**src/rtl/queue_arbiter.sv**
```systemverilog
//------------------------------------------------------------------------------
// queue_arbiter : two-producer / one-consumer front end for an external queue.
// Revision 1.0 - initial release
//------------------------------------------------------------------------------
`default_nettype none

module queue_arbiter #(
  parameter int WIDTH = 4,
  parameter int DEPTH = 4
) (
  input  logic                             clk,
  input  logic                             nrst,
  input  logic                             req0,
  input  logic                             req1,
  input  logic [WIDTH-1:0]                 din0,
  input  logic [WIDTH-1:0]                 din1,
  output logic                             gnt0,
  output logic                             gnt1,
  input  logic                             rd_req,
  output logic                             rd_gnt,
  output logic                             rd_valid,
  output logic [WIDTH-1:0]                 rd_data,
  output logic                             q_enq,
  output logic                             q_deq,
  output logic [WIDTH-1:0]                 q_din,
  input  logic [WIDTH-1:0]                 q_dout,
  output logic [$clog2(DEPTH+1)-1:0]       count,
  output logic                             full,
  output logic                             empty
);

  localparam int CW = $clog2(DEPTH+1);
  localparam logic [CW-1:0] c_DEPTH = CW'(DEPTH);

  typedef enum logic {
    OP_DEQ = 1'b0,
    OP_ENQ = 1'b1
  } op_e;

  logic [CW-1:0] r_count;
  logic          r_prio;     // 0: producer 0 wins a tie, 1: producer 1 wins
  op_e           r_last_op;
  logic          r_rd_valid;

  logic w_full;
  logic w_empty;
  logic w_enq_elig;
  logic w_deq_elig;
  logic w_do_enq;
  logic w_do_deq;
  logic w_gnt0;
  logic w_gnt1;

  assign w_full     = (r_count == c_DEPTH);
  assign w_empty    = (r_count == '0);
  assign w_enq_elig = (req0 | req1) & ~w_full;
  assign w_deq_elig = rd_req & ~w_empty;

  // On contention the operation type alternates against the last one issued.
  assign w_do_enq = nrst & w_enq_elig & (~w_deq_elig | (r_last_op == OP_DEQ));
  assign w_do_deq = nrst & w_deq_elig & (~w_enq_elig | (r_last_op == OP_ENQ));

  assign w_gnt0 = w_do_enq & req0 & (~req1 | ~r_prio);
  assign w_gnt1 = w_do_enq & req1 & (~req0 |  r_prio);

  assign gnt0     = w_gnt0;
  assign gnt1     = w_gnt1;
  assign rd_gnt   = w_do_deq;
  assign q_enq    = w_gnt0 | w_gnt1;
  assign q_deq    = w_do_deq;
  assign q_din    = w_gnt1 ? din1 : din0;
  assign rd_valid = r_rd_valid;
  assign rd_data  = r_rd_valid ? q_dout : '0;
  assign count    = r_count;
  assign full     = w_full;
  assign empty    = w_empty;

  always_ff @(posedge clk or negedge nrst) begin
    if (!nrst) begin
      r_count    <= '0;
      r_prio     <= 1'b0;
      r_last_op  <= OP_DEQ;
      r_rd_valid <= 1'b0;
    end else begin
      r_rd_valid <= w_do_deq;
      if (w_do_enq) begin
        r_count   <= r_count + 1'b1;
        r_last_op <= OP_ENQ;
      end else if (w_do_deq) begin
        r_count   <= r_count - 1'b1;
        r_last_op <= OP_DEQ;
      end
      if (w_gnt0) begin
        r_prio <= 1'b1;
      end else if (w_gnt1) begin
        r_prio <= 1'b0;
      end
    end
  end

endmodule

`default_nettype wire

```
**config.mk**
```make
export PLATFORM = sky130hd
export DESIGN_NAME = queue_arbiter
export DESIGN_NICKNAME = d
export VERILOG_FILES = /design/src/rtl/queue_arbiter.sv
export SDC_FILE = /design/constraint.sdc
export NUM_CORES = 1
export LEC_CHECK = 0
export BUFFER_PORTS_ARGS = -buffer_cell sky130_fd_sc_hd__buf_2
export CAP_MARGIN = 10
export CORE_AREA = 2 2 39 41
export DETAILED_ROUTE_END_ITERATION = 8
export DIE_AREA = 0 0 41 43
export GPL_ROUTABILITY_DRIVEN = 1
export GPL_TIMING_DRIVEN = 1
export PLACE_DENSITY = 0.71
export SLEW_MARGIN = 5
export SYNTH_ARGS = -nofsm -noshare
export SYNTH_HDL_FRONTEND = slang
export SYNTH_SLANG_ARGS = --single-unit
```
**constraint.sdc**
```tcl
create_clock -name clk -period 2.6 [get_ports clk]
set_input_delay 0.13 -clock clk [delete_from_list [all_inputs] [get_ports clk]]
set_output_delay 0.13 -clock clk [all_outputs]
set_load 0.01 [all_outputs]
```
* Yosys cells after proc, flatten, opt, wreduce, memory -nomap -nowiden *
Cells that the tools add are included.

word-level totals
  register bits after elaboration = 6
  input bits = 17
  output and inout bits = 19
  logic and storage cells = 42

operators by class
  add/subtract/negate cells = 2
  equality and inequality tests = 1
  mux-type cells = 8
  bitwise gates (word level) = 24
  reductions and logical operators = 3

operators with widths
  cell                   count
  $and A1 B1 Y1          10
  $mux W4                2
  $not A1 Y1             8
  $mux W3                2
  $or A1 B1 Y1           6
  $mux W1                4
  $reduce_bool A2 Y1     2
  $add A3 B1 Y3 const B  1
  $eq A3 B3 Y1 const B   1
  $logic_not A3 Y1       1
  $sub A3 B1 Y3 const B  1

* Logic depth before layout (Yosys ltp) *
  depth after elaboration = 10
  mapped depth = 8
  mapped depth without buffers = 8

* Least setup slack after synthesis *
No wires, ideal clock.

  path kind = register to register
  start point = register r_count[0] (netlist: count[0])
  end point = register r_count[2] (netlist: count[2])
  library setup time = 128 ps
  data arrival time = 1959 ps
  required time = 2472 ps
  setup slack = 512 ps
  cell stages (with the launch flop) = 9
  buffers on the path = 0
  clock period less this slack = 2088 ps
  cell sequence = dfrtp_1 o311a_1 nor3_4 inv_1 fa_1 inv_1 o311a_2 o21ai_0 xnor2_1

between the ends
  cells in the longest elaborated chain, start to end = 7
  elaborated cells between the ends (all ways) = 19
  those cells by class = 2 x add/sub; 1 x eq/ne; 2 x mux; 12 x bitwise; 2 x reduce/logical

ends and longest elaborated chain
  element                                                         RTL line  text
  start, declared                                                 40        logic [CW-1:0] r_count;
  start signal, assigned                                          87        r_count <= r_count + 1'b1;
  start signal, assigned                                          90        r_count <= r_count - 1'b1;
  $eq A3 B3 Y1 or $logic_not A3 Y1 (tied branches)                54, 55
  $not A1 Y1, on equally long branches                            56, 57
  $and A1 B1 Y1, on equally long branches                         56, 57
  $not A1 Y1, on equally long branches                            61, 60
  $or A1 B1 Y1, on equally long branches                          61, 60
  $and A1 B1 Y1, on equally long branches                         61, 60
  $reduce_bool A2 Y1 (no source line) or $mux W3 (tied branches)  n/a

Parallel ways exist; a longest one is shown, timed or not. The select of a mux whose other input is x is not followed.
A chain may end at the register's enable or synchronous reset.

* Worst setup path in the final report *
  start point = register r_count[0] (netlist: count[0])
  end point = output q_din[2]

between the ends
  cells in the longest elaborated chain, start to end = 9
  elaborated cells between the ends (all ways) = 13
  those cells by class = 1 x eq/ne; 1 x mux; 10 x bitwise; 1 x reduce/logical

ends and longest elaborated chain
  element                       RTL line  text
  $logic_not A3 Y1              55        assign w_empty = (r_count == '0);
  $not A1 Y1                    57        assign w_deq_elig = rd_req & ~w_empty;
  $and A1 B1 Y1                 57
  $not A1 Y1                    60        assign w_do_enq = nrst & w_enq_elig & (~w_deq_elig | (r_last_op == OP_DEQ));
  $or A1 B1 Y1                  60
  $and A1 B1 Y1 *               60
  $and A1 B1 Y1 * (2 in a row)  64        assign w_gnt1 = w_do_enq & req1 & (~req0 | r_prio);
  $mux W4 *                     71        assign q_din = w_gnt1 ? din1 : din0;
  end, declared                 25        output logic [WIDTH-1:0] q_din,

Mark *: on every way between the ends. The rest lies on a longest branch, timed or not.

==> metrics.csv <==
metric,value,unit
setup_viol,0,
synth-xor-area-share,0.0376,
postLayoutCellArea,674,sq um
layout_commonest_cell,buf_2,
wl,1130,microns
clk-insertion-delay-late,240,ps
ant_nets,0,
diodes,0,
period_share,0.868,
r2r_slack,500,ps
grt_pass1_wl,1750,microns
drc,0,
cts_tree,built,
synth_top_area_frac,0.323,
synth-edff-count,0,
synth-async-reset-ratio,1.00,
ys_warn_count,0,
synth-seq-cells,6,
synth.distinct_cells,26,
gr-total-overflow,0,
cp_data_required_time,2470,ps
port_buffers,35,
setup_ws,344,ps
grt_pass1_vias,444,
cts-resized-gates,0,
min_period,2260,ps
hold_viol,0,
maxSlewHeadroom,0.754,
drtIter0Drc,6,
htreeDepth,1,
dieWidth,41,microns
cp-start-kind,flip-flop,
ys_seq_area_frac,0.323,
cts-root-buf,clkbuf_4,
synth-simple-area-share,0.237,
antenna_found_initial,0,
fmax,443,MHz
synthToLayoutAreaGrowth,44.9,%
crit_type,reg2out,
nNetsFinal,101,
most-common-layout-cells,"buf_2 (35), dfrtp_1 (6), mux2_4 (4), and2_1 (4)",
post_dp_cell_area,642,sq um
yosysTopAreaCell,dfrtp_1,
ir_drop,0.515,mV
arrival,2130,ps
path_clk_slew,50,ps
cts_num_sinks,6,
grt_usage,0.148,
avgRoutedWirePerCell,11.7,microns
worst_slew_pin_slew,368,ps
num_io_pins,36,
grt_max_degree,11,
finClkSkew,5.00,ps
worst-path-max-fanout,7,
cts_buffers,3,
dp.cells,93,
postCtsSetupBuffers,0,
syn_area,465,sq um
final_cells,97,
synth_mux_area_frac,0.153,
die_area,1760,sq um
critPathCaptureType,output port,
rows,14,
tns,0,ps
status,"complete, no violations",
place_ws,507,ps
hold_path.class,in2async,
synth_compound_area_frac,0.142,
p_leak,0.375,nW
vias_per_cell,4.74,
synth_fp_nets,62,
syn_inst,44,
synthFlopType,dfrtp_1,
power.density,916,nW/um^2
syn_avg_cell_area,10.6,sq um
rsz0062_at_grt,no,
cts_hold_buffers,1,
drive_gt1_frac,0.593,
die_y,43,microns
synthTopCellsByArea,"dfrtp_1 (32%), mux2_4 (13%), and2_1 (5.4%), fa_1 (4.3%), nor3b_4 (4.0%)",
drtPass1Iterations,3,
start_util,0.336,
synth_top_family_by_area,simple AND/OR/NAND/NOR gates,
num_vias,460,
core_area,1380,sq um
cts.path.max_buffers,2,
slew_violations,0,
max-cap-violations,0,
synthAdderAreaFrac,0.0430,
gp_congestion,0.800,
## layer usage
layer  track usage  part of all wire  up-vias
met5             0                 0        -
met1         0.159              0.39      209
met4        0.0800            0.0071        0
met3        0.0576             0.079        2
met2         0.234              0.52       19
li1              -                 -      230
## per-stage QoR
step | hold slack [ps] | util | power [mW]
6_report | 265 | 0.487 | 0.618
5_1_grt | 280 | 0.487 | 0.674
4_1_cts | 254 | 0.487 | 0.629
3_5_place_dp | -15.2 | 0.464 | 0.536
3_3_place_gp | -18.2 | 0.464 | 0.522
2_1_floorplan | -166 | - | 0.420
## worst max-delay path, cell delays in order (launching register included)
cell,delay [ps]
dfrtp_1,480
o311a_1,430
nor3_4,160
and3_1,350
mux2_4,330
buf_2,140
## Yosys cell counts (2+ instances only)
cell     n
and2_1   4
dfrtp_1  6
inv_1    3
mux2_4   4
nand2_1  3
nor2_1   2
o21ai_1  2
xnor2_1  2
## sequential cells by signal (all words and copies together), names as in the netlist
name	flops
rd_valid	1
r_last_op	1
r_prio	1
count	3
## where the power goes
group	internal [mW]	switching (mW)	leakage, nW
Sequential	0.137	0.0766	0.0727
Combinational	0.165	0.153	0.289
Clock	0.0522	0.0333	0.0138
Total	0.355	0.263	0.375
## layout make-up
type / count / area (sq um)
Sequential cell: 6 / 150
Fill cell: 147 / 709
Inverter: 3 / 11.3
Clock buffer: 3 / 22.5
Multi-Input combinational cell: 33 / 285
Tap cell: 16 / 20.0
Timing Repair Buffer: 36 / 185
## kinds of logic (layout without fill, tap and decap cells)
kind of cell    Yosys count  count (layout)
simple gates             16              16
compound gates            9               9
flops                     6               6
mux                       5               5
buf+inv                   5              42
xor+xnor                  2               2
fa+ha+maj                 1               1
## worst paths after layout
check	start	end	depth (start not counted)
worst max-delay path	count[0]	q_din[2]	5
worst min-delay path	nrst	r_prio	2
worst max register to register	count[0]	count[2]	8
worst min register to register	r_prio	r_prio	1
max in group asynchronous	nrst	count[1]	2
min in group clk	req0	r_prio	3
Note: power is estimated with default switching activity, not from simulation.
